--- src/rtl/trigger_window_framer.sv ---
// Trigger window framer: on a trigger, frames a window of incoming samples as
// header (timestamp) + data words + footer (drop flag and word count), and
// buffers the frame words in a first-word-fall-through output FIFO.
//
// Output handshake: a word transfers on every rising CLK edge where
// DOUT_VALID and DOUT_READY are both high. DOUT_VALID never depends on
// DOUT_READY, and DOUT is held stable while DOUT_VALID is high and no transfer
// has occurred. The input side has no backpressure. Samples that arrive while
// the FIFO is full are dropped and reported in the footer and in OVERFLOW.
module trigger_window_framer #(
    parameter int DATA_WIDTH     = 16,
    parameter int MAX_WINDOW_CLK = 100,
    parameter int FIFO_DEPTH     = 16,
    localparam int CNT_WIDTH     = $clog2(MAX_WINDOW_CLK + 1)
) (
    input  logic                  CLK,
    input  logic                  RESET,
    input  logic [CNT_WIDTH-1:0]  WINDOW_CLK,
    input  logic                  TRIG,
    input  logic [DATA_WIDTH-1:0] DIN,
    input  logic                  DIN_VALID,
    output logic [DATA_WIDTH+1:0] DOUT,
    output logic                  DOUT_VALID,
    input  logic                  DOUT_READY,
    output logic                  DOUT_LAST,
    output logic                  BUSY,
    output logic                  OVERFLOW,
    output logic [1:0]            DBG_STATE
);

    localparam int AW = $clog2(FIFO_DEPTH);
    localparam int OW = DATA_WIDTH + 2;

    typedef enum logic [1:0] {
        S_IDLE    = 2'd0,
        S_CAPTURE = 2'd1,
        S_FOOTER  = 2'd2
    } state_t;

    state_t                state, state_nxt;
    logic [DATA_WIDTH-1:0] timestamp;
    logic [CNT_WIDTH-1:0]  window_q;
    logic [CNT_WIDTH-1:0]  sample_cnt;
    logic [CNT_WIDTH-1:0]  word_cnt;
    logic                  drop_q;
    logic                  overflow_q;
    logic                  last_sample;
    logic [DATA_WIDTH-1:0] footer_payload;

    logic [OW-1:0]         mem [FIFO_DEPTH];
    logic [AW-1:0]         wr_ptr, rd_ptr;
    logic [AW:0]           fifo_cnt;
    logic                  fifo_full, fifo_empty;
    logic                  fifo_wr_req, fifo_wr, fifo_rd;
    logic [OW-1:0]         fifo_wdata;

    // Full is taken from the registered occupancy, so a read in the same
    // cycle never makes room for a write that arrives while full.
    assign fifo_full   = (fifo_cnt == (AW+1)'(FIFO_DEPTH));
    assign fifo_empty  = (fifo_cnt == '0);
    assign fifo_wr     = fifo_wr_req && !fifo_full;
    assign fifo_rd     = !fifo_empty && DOUT_READY;
    assign last_sample = ((sample_cnt + CNT_WIDTH'(1)) == window_q);

    // Footer payload: drop flag just above the word count, all else zero.
    always_comb begin
        footer_payload                = '0;
        footer_payload[CNT_WIDTH-1:0] = word_cnt;
        footer_payload[CNT_WIDTH]     = drop_q;
    end

    // State register.
    always_ff @(posedge CLK) begin
        if (RESET) state <= S_IDLE;
        else       state <= state_nxt;
    end

    // Next state and the FIFO write request for the current state.
    always_comb begin
        state_nxt   = state;
        fifo_wr_req = 1'b0;
        fifo_wdata  = '0;
        case (state)
            S_IDLE: begin
                if (TRIG && !fifo_full) begin
                    fifo_wr_req = 1'b1;
                    fifo_wdata  = {2'b01, timestamp};
                    state_nxt   = (WINDOW_CLK == '0) ? S_FOOTER : S_CAPTURE;
                end
            end
            S_CAPTURE: begin
                if (DIN_VALID) begin
                    fifo_wr_req = 1'b1;
                    fifo_wdata  = {2'b00, DIN};
                    if (last_sample) state_nxt = S_FOOTER;
                end
            end
            S_FOOTER: begin
                // The footer waits for space rather than being dropped.
                fifo_wr_req = 1'b1;
                fifo_wdata  = {2'b11, footer_payload};
                if (!fifo_full) state_nxt = S_IDLE;
            end
            default: state_nxt = S_IDLE;
        endcase
    end

    // Timestamp, window latch, sample/word counters and loss flags.
    always_ff @(posedge CLK) begin
        if (RESET) begin
            timestamp  <= '0;
            window_q   <= '0;
            sample_cnt <= '0;
            word_cnt   <= '0;
            drop_q     <= 1'b0;
            overflow_q <= 1'b0;
        end else begin
            timestamp <= timestamp + DATA_WIDTH'(1);
            case (state)
                S_IDLE: begin
                    if (TRIG) begin
                        if (fifo_full) begin
                            overflow_q <= 1'b1;
                        end else begin
                            window_q   <= WINDOW_CLK;
                            sample_cnt <= '0;
                            word_cnt   <= '0;
                            drop_q     <= 1'b0;
                        end
                    end
                end
                S_CAPTURE: begin
                    if (DIN_VALID) begin
                        sample_cnt <= sample_cnt + CNT_WIDTH'(1);
                        if (fifo_full) begin
                            drop_q     <= 1'b1;
                            overflow_q <= 1'b1;
                        end else begin
                            word_cnt <= word_cnt + CNT_WIDTH'(1);
                        end
                    end
                end
                default: ;
            endcase
        end
    end

    // FIFO pointers and occupancy.
    always_ff @(posedge CLK) begin
        if (RESET) begin
            wr_ptr   <= '0;
            rd_ptr   <= '0;
            fifo_cnt <= '0;
        end else begin
            if (fifo_wr) wr_ptr <= wr_ptr + AW'(1);
            if (fifo_rd) rd_ptr <= rd_ptr + AW'(1);
            case ({fifo_wr, fifo_rd})
                2'b10:   fifo_cnt <= fifo_cnt + (AW+1)'(1);
                2'b01:   fifo_cnt <= fifo_cnt - (AW+1)'(1);
                default: fifo_cnt <= fifo_cnt;
            endcase
        end
    end

    // FIFO storage; contents need no reset because occupancy qualifies them.
    always_ff @(posedge CLK) begin
        if (fifo_wr) mem[wr_ptr] <= fifo_wdata;
    end

    assign DOUT       = mem[rd_ptr];
    assign DOUT_VALID = !fifo_empty;
    assign DOUT_LAST  = DOUT_VALID && (DOUT[OW-1:OW-2] == 2'b11);
    assign BUSY       = (state != S_IDLE);
    assign OVERFLOW   = overflow_q;
    assign DBG_STATE  = state;

endmodule
--- config.mk ---
export PLATFORM = sky130hd
export DESIGN_NAME = trigger_window_framer
export DESIGN_NICKNAME = d
export VERILOG_FILES = /design/src/rtl/trigger_window_framer.sv
export SDC_FILE = /design/constraint.sdc
export NUM_CORES = 1
export LEC_CHECK = 0
export ABC_AREA = 1
export BUFFER_PORTS_ARGS = -buffer_cell sky130_fd_sc_hd__buf_2
export CORE_MARGIN = 2
export CORE_UTILIZATION = 53
export CTS_CLUSTER_SIZE = 20
export DETAILED_ROUTE_END_ITERATION = 12
export PLACE_DENSITY = 0.67
export SLEW_MARGIN = 20
export SYNTH_ARGS = -nofsm -noshare
export SYNTH_HDL_FRONTEND = slang
export SYNTH_SLANG_ARGS = --single-unit
--- constraint.sdc ---
create_clock -name CLK -period 6.4 [get_ports CLK]
set_clock_uncertainty 0.1 [all_clocks]
set_input_delay 0.64 -clock CLK [delete_from_list [all_inputs] [get_ports CLK]]
set_output_delay 0.64 -clock CLK [all_outputs]
set_load 0.02 [all_outputs]
==> out/qor.csv <==
stage,metric,value,unit
sta,fmax,260,MHz
sta,setup ws final,2.55,ns
synth,mapped cell area,14400,µm²
synth,dominant cells by area after synthesis,"edfxtp_1 60%, dfxtp_1 8.1%, nor2_1 4.5%, o21ai_0 4.1%, mux2i_1 3.1%",
hold_path,Hold Path Depth,3,
synth,syn_nets,1227,
detailed_routing,total wire length,33.5,mm
hold_path,Hold Path Class,primary input to register,
clock_tree,post-CTS sizing,0,
sta,slew margin rel.,25.2,%
power,pwr dens,383,nW/µm²
grt,largest net degree at the start of global routing,101,
cells_and_area,Fill cells,2130,
setup_path,highest cell delay on the worst timing path,0.82,ns
clock_tree,Max clock buf depth,3,
place,GPL Wtd Cong,0.814,
clock_tree,CTS root buf,clkbuf_16,
setup_path,crit-path cells,"inv_4, buf_4, nor2_1, nor2_1, o21ai_0, o21ai_0, o211ai_1, nand2_1, nand2_1, nor2_1, buf_2",
setup_path,"most used cell, CP",nor2_1,
grt,antenna violations before repair,0,
grt,vias in the first global route,8960,
floorplanning,Die H,169,µm
sta,Fin. Hold Viols,0,
synth,"Seq/Total Area, Yosys",68.1,%
detailed_routing,Residual DRC,0,
place,HPWL after detailed placement,20.2,mm
synth,Synth top cells by count,"288 x edfxtp_1, 174 x nor2_1, 119 x o21ai_0, 109 x nand2_1, 58 x dfxtp_1",
cells_and_area,share of layout cells above drive strength 1,14.9,%
grt,global route overflow,0,
setup_path,cell count of the worst reg-to-reg path,9,
synth,Post-Synthesis Cells,1187,
setup_path,Worst R2R Start,DBG_STATE[1],
power,"IR drop worst, VDD",0.000202,V
clock_tree,hold buffers post-CTS,0,
clock_tree,Clock Pin Slew Worst Setup and Hold Paths,0.06,ns
synth,Post-synth EDFFs,288,
sta,max-slew violation count,0,
cells_and_area,FF+latch area,9820,µm²
clock_tree,depth of the CTS H-tree,2,
power,Static Leak,5.50,nW
floorplanning,I/O Pins,52,
clock_tree,clock sinks,346,
clock_tree,clk_lat worst skew,0.50,ns
detailed_routing,remaining antenna violation count,0,
detailed_routing,Pre-Repair DR Iteration Count,5,
sta,Tcrit/Tclk final,60.2,%
sta,Final Critical Period,3.85,ns
floorplanning,num rows,60,
synth,#FFs+latches synth,346,
sta,setup violators final,0,
setup_path,CP Max Fanout,74,
cells_and_area,diode count,0,
detailed_routing,drt first-iter violations,830,
cells_and_area,"Area growth, synth to finish",11.7,%
clock_tree,Num CTS Buffers,36,
grt,total track usage,23.6,%
setup_path,CP Data Required Time,5.66,ns
place,pre-CTS setup slack,3.05,ns
setup_path,WP depth,11,
sta,final setup TNS,0,ns
floorplanning,Die ar.,28500,µm²
floorplanning,Die W,169,µm
synth,Synth Warn #,0,
place,port bufs,51,
grt,global-route wire length before repair,51.3,mm
sta,unrepaired setup endpoints after global routing,false,
floorplanning,core area,26800,µm²
cells_and_area,multi-input logic area,4140,µm²
detailed_routing,Avg Vias per Cell,5.87,
synth,synthesized area per cell,12.1,µm²
power,total power,0.00616,W
setup_path,CP max stage cell,dfxtp_4,
setup_path,Worst Setup End Kind,primary output,
clock_tree,Post-CTS Setup Bufs,0,
synth,main flop type after synthesis,edfxtp_1,
synth,most common cell in the netlist,edfxtp_1,
synth,Yosys cell types,50,
status,status,"finished, final reports clean",
setup_path,CP top delay family,buffers and inverters,
setup_path,CP arrival,3.11,ns
detailed_routing,detailed-route via count,9397,
hold_path,hold_sp,WINDOW_CLK[2],
floorplanning,Initial Util,53.8,%
synth,largest area contributor in the netlist,edfxtp_1,
cells_and_area,post-layout net count,1275,
synth,Synth async-reset ratio,0,%
synth,Synth top area share,60.0,%
setup_path,crit start category,register,
clock_tree,CTS tree,built,
setup_path,buffers and inverters on the worst path,3,
sta,Slew @ Worst Pin,1.12,ns
setup_path,Setup CP Type,register to primary output,
flow_run,max_cap viols,0,
detailed_routing,DR WL/cell,20.9,µm
-- kinds of logic (layout without fill, tap and decap cells) --
family / Yosys count / in the layout / synth area share, %
AND/OR/NAND/NOR: 376 / 376 / 11.6
flip-flops: 346 / 346 / 68.1
AO/OA/AOI/OAI: 274 / 274 / 11.9
buffers and inverters: 127 / 199 / 3.83
multiplexers: 45 / 45 / 3.12
adder cells (fa/ha/maj): 12 / 12 / 1.04
XOR/XNOR: 7 / 7 / 0.425
-- layer usage --
layer  track usage, %  vias up  share of wire [%]
li1                 -     4445                  -
met1             33.7     4608                 44
met2             38.0      313                 47
met3             3.95       31                6.8
met4             6.26        0                1.8
met5                0        -                  0
-- report_power, final --
part | internal [W] | switching, W
registers | 0.00266 | 0.000171
clock network | 0.00108 | 0.000815
logic | 0.000445 | 0.000996
-- flip-flops by register name, summed over array words and instances (netlist names), named ones only --
| register | flops |
|---|---|
| mem | 288 |
| fifo_cnt | 5 |
| wr_ptr | 4 |
| timestamp | 16 |
| word_cnt | 7 |
| drop_q | 1 |
| sample_cnt | 7 |
| OVERFLOW | 1 |
| rd_ptr | 4 |
| window_q | 7 |
| DBG_STATE | 2 |
-- placed cells by master, fill, tap and decap left out, drive strengths merged, types with 12 or more instances in the layout --
cell type,count
nor2,183
o221ai,45
buf,72
o211ai,24
clkinv,15
clkbuf,46
ha,12
nand3,45
a21oi,46
inv,63
o32ai,16
nor3,16
mux2i,45
dfxtp,58
o21ai,125
nand2,120
edfxtp,288
-- worst reg2reg max path, cell delays in order (launching register included) --
cell and delay (ns):
dfxtp_1 0.38, nor2_1 0.21, inv_2 0.10, nor2_2 0.12
nand2_2 0.35, nand3_2 0.21, nand2_4 0.12, inv_4 0.11
nand2_1 0.15, nor2_2 0.88
-- path summary, 6_finish.rpt --
path | end | slack, ns
max reg2reg | mem[0][13] | 3.27
min reg2reg | window_q[1] | 0.37
min | window_q[2] | 0.35
max | DOUT_LAST | 2.55
-- final cells by class --
type                            count  share of cell area, %
Clock buffer                       46                   6.08
Clock inverter                     16                  0.513
Inverter                           65                   1.55
Multi-Input combinational cell    714                   25.7
Sequential cell                   346                   61.0
Tap cell                          341                   2.65
Timing Repair Buffer               72                   2.56
-- metrics by stage --
step | util (%) | instance area [µm²] | hold WS [ns] | instances
finish | 60.1 | 16100 | 0.348 | 1600
floorplan | - | 14400 | 0.336 | 1187
CTS | 60.0 | 16100 | 0.328 | 1600
global placement | 56.0 | 15000 | 0.347 | 1538
global route | 60.1 | 16100 | 0.342 | 1600
detailed placement | 56.0 | 15000 | 0.358 | 1538
(Power assumes the default switching activity.)
